[config.mk]
export PLATFORM = sky130hd
export DESIGN_NAME = uart_rx_frame
export DESIGN_NICKNAME = d
export VERILOG_FILES = /design/src/rtl/uart_rx_frame.sv
export SDC_FILE = /design/constraint.sdc
export NUM_CORES = 1
export LEC_CHECK = 0
export ABC_AREA = 1
export ABC_CLOCK_PERIOD_IN_PS = 2000
export CAP_MARGIN = 20
export CORE_MARGIN = 10
export CORE_UTILIZATION = 40
export DETAILED_ROUTE_END_ITERATION = 16
export GPL_TIMING_DRIVEN = 0
export PLACE_DENSITY = 0.67
export REMOVE_ABC_BUFFERS = 1
export SETUP_SLACK_MARGIN = 0.5
export SLEW_MARGIN = 0
export SYNTH_ARGS = -nofsm -noshare
export SYNTH_HDL_FRONTEND = slang
export SYNTH_SLANG_ARGS = --single-unit
[constraint.sdc]
create_clock -name CLK -period 2 [get_ports CLK]
set_input_delay 0.2 -clock CLK [delete_from_list [all_inputs] [get_ports CLK]]
set_output_delay 0.2 -clock CLK [all_outputs]
set_load 0.03 [all_outputs]
[src/rtl/uart_rx_frame.sv]
// uart_rx_frame
//   UART receive frame engine. Oversamples RX_IN at PRESCALE clocks per bit,
//   detects the start bit, shifts in DATA_WIDTH bits LSB first, checks optional
//   even/odd parity and the stop bit. Good words are presented on P_DATA with a
//   one-cycle DATA_VALID pulse; parity and framing errors pulse PAR_ERR/STP_ERR.
//
// Ports
//   CLK        system clock, rising edge
//   RST        synchronous active-high reset
//   RX_IN      asynchronous serial line, idle high
//   PAR_EN     1 = frame carries a parity bit after the data
//   PAR_TYP    0 = even parity, 1 = odd parity
//   P_DATA     last good received word
//   DATA_VALID one-cycle pulse, P_DATA updated this cycle
//   PAR_ERR    one-cycle pulse, parity mismatch
//   STP_ERR    one-cycle pulse, stop bit sampled 0
module uart_rx_frame #(
  parameter int PRESCALE   = 8,
  parameter int DATA_WIDTH = 8
) (
  input  logic                  CLK,
  input  logic                  RST,
  input  logic                  RX_IN,
  input  logic                  PAR_EN,
  input  logic                  PAR_TYP,
  output logic [DATA_WIDTH-1:0] P_DATA,
  output logic                  DATA_VALID,
  output logic                  PAR_ERR,
  output logic                  STP_ERR
);

  localparam int EW = $clog2(PRESCALE);
  localparam int BW = $clog2(DATA_WIDTH + 1);

  localparam logic [EW-1:0] E_LAST = EW'(PRESCALE - 1);
  localparam logic [EW-1:0] E_S0   = EW'(PRESCALE / 2 - 1);
  localparam logic [EW-1:0] E_S1   = EW'(PRESCALE / 2);
  localparam logic [EW-1:0] E_DEC  = EW'(PRESCALE / 2 + 1);
  localparam logic [BW-1:0] B_LAST = BW'(DATA_WIDTH - 1);

  typedef enum logic [2:0] {
    IDLE,
    START,
    DATA,
    PARITY,
    STOP
  } state_t;

  state_t state, state_n;

  logic                  sync1, rx_s;
  logic [EW-1:0]         edge_cnt;
  logic [BW-1:0]         bit_cnt;
  logic                  s_a, s_b;
  logic                  maj;
  logic                  dec, last;
  logic [DATA_WIDTH-1:0] shreg;
  logic                  par_en_q, par_typ_q, par_bad;
  logic                  start_frame, finish;

  // Two-flop synchronizer; idle-high reset value so reset never looks like a start edge.
  always_ff @(posedge CLK) begin
    if (RST) begin
      sync1 <= 1'b1;
      rx_s  <= 1'b1;
    end else begin
      sync1 <= RX_IN;
      rx_s  <= sync1;
    end
  end

  // Majority of the three mid-bit samples; the third is taken live at the decision edge.
  assign maj  = (s_a & s_b) | (s_a & rx_s) | (s_b & rx_s);
  assign dec  = (edge_cnt == E_DEC);
  assign last = (edge_cnt == E_LAST);

  always_ff @(posedge CLK) begin
    if (RST) state <= IDLE;
    else     state <= state_n;
  end

  always_comb begin
    state_n     = state;
    start_frame = 1'b0;
    finish      = 1'b0;
    case (state)
      IDLE: begin
        if (!rx_s) begin
          state_n     = START;
          start_frame = 1'b1;
        end
      end
      START: begin
        if (dec && maj)  state_n = IDLE;
        else if (last)   state_n = DATA;
      end
      DATA: begin
        if (last && (bit_cnt == B_LAST)) state_n = par_en_q ? PARITY : STOP;
      end
      PARITY: begin
        if (last) state_n = STOP;
      end
      STOP: begin
        // Leave mid-stop-bit so the next start edge can be caught with no idle gap.
        if (dec) begin
          state_n = IDLE;
          finish  = 1'b1;
        end
      end
      default: state_n = IDLE;
    endcase
  end

  always_ff @(posedge CLK) begin
    if (RST) begin
      edge_cnt   <= '0;
      bit_cnt    <= '0;
      s_a        <= 1'b1;
      s_b        <= 1'b1;
      shreg      <= '0;
      par_en_q   <= 1'b0;
      par_typ_q  <= 1'b0;
      par_bad    <= 1'b0;
      P_DATA     <= '0;
      DATA_VALID <= 1'b0;
      PAR_ERR    <= 1'b0;
      STP_ERR    <= 1'b0;
    end else begin
      DATA_VALID <= 1'b0;
      PAR_ERR    <= 1'b0;
      STP_ERR    <= 1'b0;

      // The IDLE cycle that sees rx_s low counts as edge 0 of the start bit.
      if (state_n == IDLE)     edge_cnt <= '0;
      else if (state == IDLE)  edge_cnt <= EW'(1);
      else if (last)           edge_cnt <= '0;
      else                     edge_cnt <= edge_cnt + EW'(1);

      if (state != DATA)       bit_cnt <= '0;
      else if (last)           bit_cnt <= bit_cnt + BW'(1);

      if (edge_cnt == E_S0) s_a <= rx_s;
      if (edge_cnt == E_S1) s_b <= rx_s;

      if (start_frame) begin
        par_en_q  <= PAR_EN;
        par_typ_q <= PAR_TYP;
        par_bad   <= 1'b0;
      end

      // Right shift: after DATA_WIDTH bits the first bit received sits at bit 0.
      if ((state == DATA) && dec) shreg <= {maj, shreg[DATA_WIDTH-1:1]};

      if ((state == PARITY) && dec) par_bad <= (maj != ((^shreg) ^ par_typ_q));

      if (finish) begin
        DATA_VALID <= maj & ~par_bad;
        PAR_ERR    <= par_bad;
        STP_ERR    <= ~maj;
        if (maj && !par_bad) P_DATA <= shreg;
      end
    end
  end

endmodule
==> out/results.tsv <==
metric	value	unit
core area	4000	um^2
maximum vdd ir drop	0.000350	V
sequential area share after synthesis	43.8	%
slowest library cell on the worst path	dfxtp_4	
slew at the pin with the worst max-slew slack	0.464	ns
RSZ-0062 raised after global routing	yes	
gpl congestion	0.774	
Post-synth EDFFs	0	
Clock Path Buffers	2	
DP HPWL	2.24	mm
top_reg_cell synth	dfxtp_1	
Worst Skew	0.00777	ns
status	completed	
final setup TNS	0	ns
clk slew on worst S/H paths	0.07	ns
most frequent cell after synthesis	nand2_1	
drt pass-1 iters	4	
Cell Rows	23	
Starting Density	41.1	%
async set-or-reset flop fraction in the synthesized netlist	0	%
GRT busiest layer	met2	
port buffer count	15	
hold buffers post-CTS	0	
minimum clock period	1.47	ns
met3 Use GR	3.81	%
initial antenna violation count	0	
Area Growth Syn to Fin	28.9	%
Synth top area share	43.8	%
Cells after Synth	218	
Setup Viol. Count Final	0	
Post-Route WL	3.35	mm
crit-path cells	ha_4 > ha_4 > nand2_4 > nor2_4 > nand3_1 > nand2_1 > nand3_1 > nand2_2 > nand3_2 > nand2_2 > nor2_1	
Seq. cell area	731	um^2
Design Power	1.31	mW
antenna viol nets, final	0	
CTS Buf Count	5	
static leakage	1.04	nW
Final Instance Area	2120	um^2
most frequent cells after synthesis	41 x nand2_1, 36 x dfxtp_1, 36 x inv_1	
Chip Width	84.1	um
Slew Viols, Final	0	
GRT overflow	0	
GRT met2 Usage	16.0	%
global-route wire length before repair	5.86	mm
mean post-synth cell area	7.54	um^2
final hold violation count	0	
Crit path required time	2.18	ns
Rel. slew slack	68.9	%
Synth warnings	0	
top cells by area, synth	dfxtp_1 44%, nand2_1 9.4%, inv_1 8.2%	
HP Class	reg -> reg	
# H-tree levels	2	
Post-Synthesis Cell Area	1640	um^2
DR vias	1421	
# Max-Cap Violations	0	
num ports	16	
Fillers	383	
vias in the first global route	1389	
global router's overall resource usage	9.89	%
post-route clock period utilization	73.3	%
cell taking the most area after synthesis	dfxtp_1	
CTS tree	built	
clock root buffer	clkbuf_8	
critical path peak fanout	4	
1st-iter DRT viols	150	
slowest stage delay, CP	0.38	ns
die height	84.1	um
Crit Path Class	reg -> reg	
largest net degree at the start of global routing	15	
fmax	0.682	GHz
vias per cell	4.82	
placed standard-cell area	1830	um^2
DP Worst Slack	0.0809	ns
full die area	7070	um^2
Multi-input gate area	866	um^2
layout net count	256	
Yosys cell types	26	
Setup WS post-layout	0.534	ns
met1 capacity usage during global routing	11.0	%
Worst Path Arrival	1.65	ns
ANT cells	0	
layout cells sized above 1	22.0	%
clock insertion delay at the later pin of the skew report	0.29	ns
crit start category	flop	
final core occ	53.0	%
Clock Sinks	36	
Critical Path End Type	flop	
Wirelength per Cell	11.3	um
DRC Markers	0	
PwrDens	616	nW/um^2
FF+latch count, synth	36	
[power breakdown]
part / internal [mW] / switching, mW
clock network: 0.275 / 0.254
registers: 0.722 / 0.00558
logic: 0.0196 / 0.0299
[path summary, 6_finish.rpt]
path	from	to	slack, ns	depth (start not counted)
max	edge_cnt[0]$_SDFF_PP0_	edge_cnt[1]$_SDFF_PP0_	0.53	11
min	sync1$_SDFF_PP1_	rx_s$_SDFF_PP1_	0.41	1
max reg2reg	edge_cnt[0]$_SDFF_PP0_	edge_cnt[1]$_SDFF_PP0_	0.53	11
min reg2reg	sync1$_SDFF_PP1_	rx_s$_SDFF_PP1_	0.41	1
[cell type report]
type                       count  area share, %
tap                           50           2.95
timing repair inverter         1          0.236
timing repair buffer          23           10.4
inverter                      36           6.67
clock buffer                   6           3.90
sequential                    36           34.5
clock inverter                 2          0.472
multi-input combinational    141           40.9
[cell usage in the layout, fill, tap and decap left out]
cell type	instances
ha_4	3
clkbuf_8	6
inv_4	1
nor3_1	5
nand3_1	12
mux2i_1	1
clkinvlp_4	1
ha_1	3
a21oi_2	2
o21ai_0	15
nor2_2	2
dfxtp_1	30
clkinvlp_2	1
nor2_1	15
nand2_1	33
o21ai_2	3
dfxtp_4	1
dfxtp_2	5
xor2_1	2
nor3_4	2
a21oi_1	18
ha_2	1
nand2_2	8
buf_4	8
dlygate4sd2_1	5
nand3_2	3
nand2b_1	1
clkinv_2	2
inv_1	34
nand2_4	1
o21ai_1	2
clkdlybuf4s50_1	3
nor4_4	1
or2_2	2
nand4_1	1
nor2_4	1
dlymetal6s2s_1	7
xnor2_1	3
a31oi_1	1
[sequential cells by signal, indices dropped and copies added (netlist names)]
register	flops
P_DATA	8
shreg	8
bit_cnt	4
edge_cnt	3
state	3
DATA_VALID	1
PAR_ERR	1
STP_ERR	1
par_bad	1
par_en_q	1
par_typ_q	1
rx_s	1
s_a	1
s_b	1
sync1	1
[critical path: cells and delay by family (launching register included)]
family	cells	cell delay [ns]
AND/OR/NAND/NOR	9	0.67
flip-flops	1	0.38
adder cells (fa/ha/maj)	2	0.32
[per-stage QoR]
stage               hold WS [ns]  cells
detailed placement         0.397    278
floorplan                  0.269    213
finish                     0.414    295
CTS                        0.418    291
global route               0.450    295
global placement           0.392    278
[kinds of logic after synthesis]
group | after synthesis | share of synthesized area (%)
buffers and inverters | 41 | 9.89
adder cells (fa/ha/maj) | 7 | 5.33
flip-flops | 36 | 43.8
multiplexers | 1 | 0.609
AO/OA/AOI/OAI | 41 | 13.5
XOR/XNOR | 5 | 2.66
AND/OR/NAND/NOR | 87 | 24.2
[per-layer routing]
layer,vias to the layer above,wire [um]
met5,-,0
met4,0,62
met3,6,145
met2,26,1520
met1,647,1620
li1,742,-
[repair_timing]
item,in CTS,in global routing
buffers inserted,4,4
pin swaps,4,9
resized for setup,23,25
setup endpoints to repair,28,20
cloned,1,0
(Power assumes the default switching activity.)
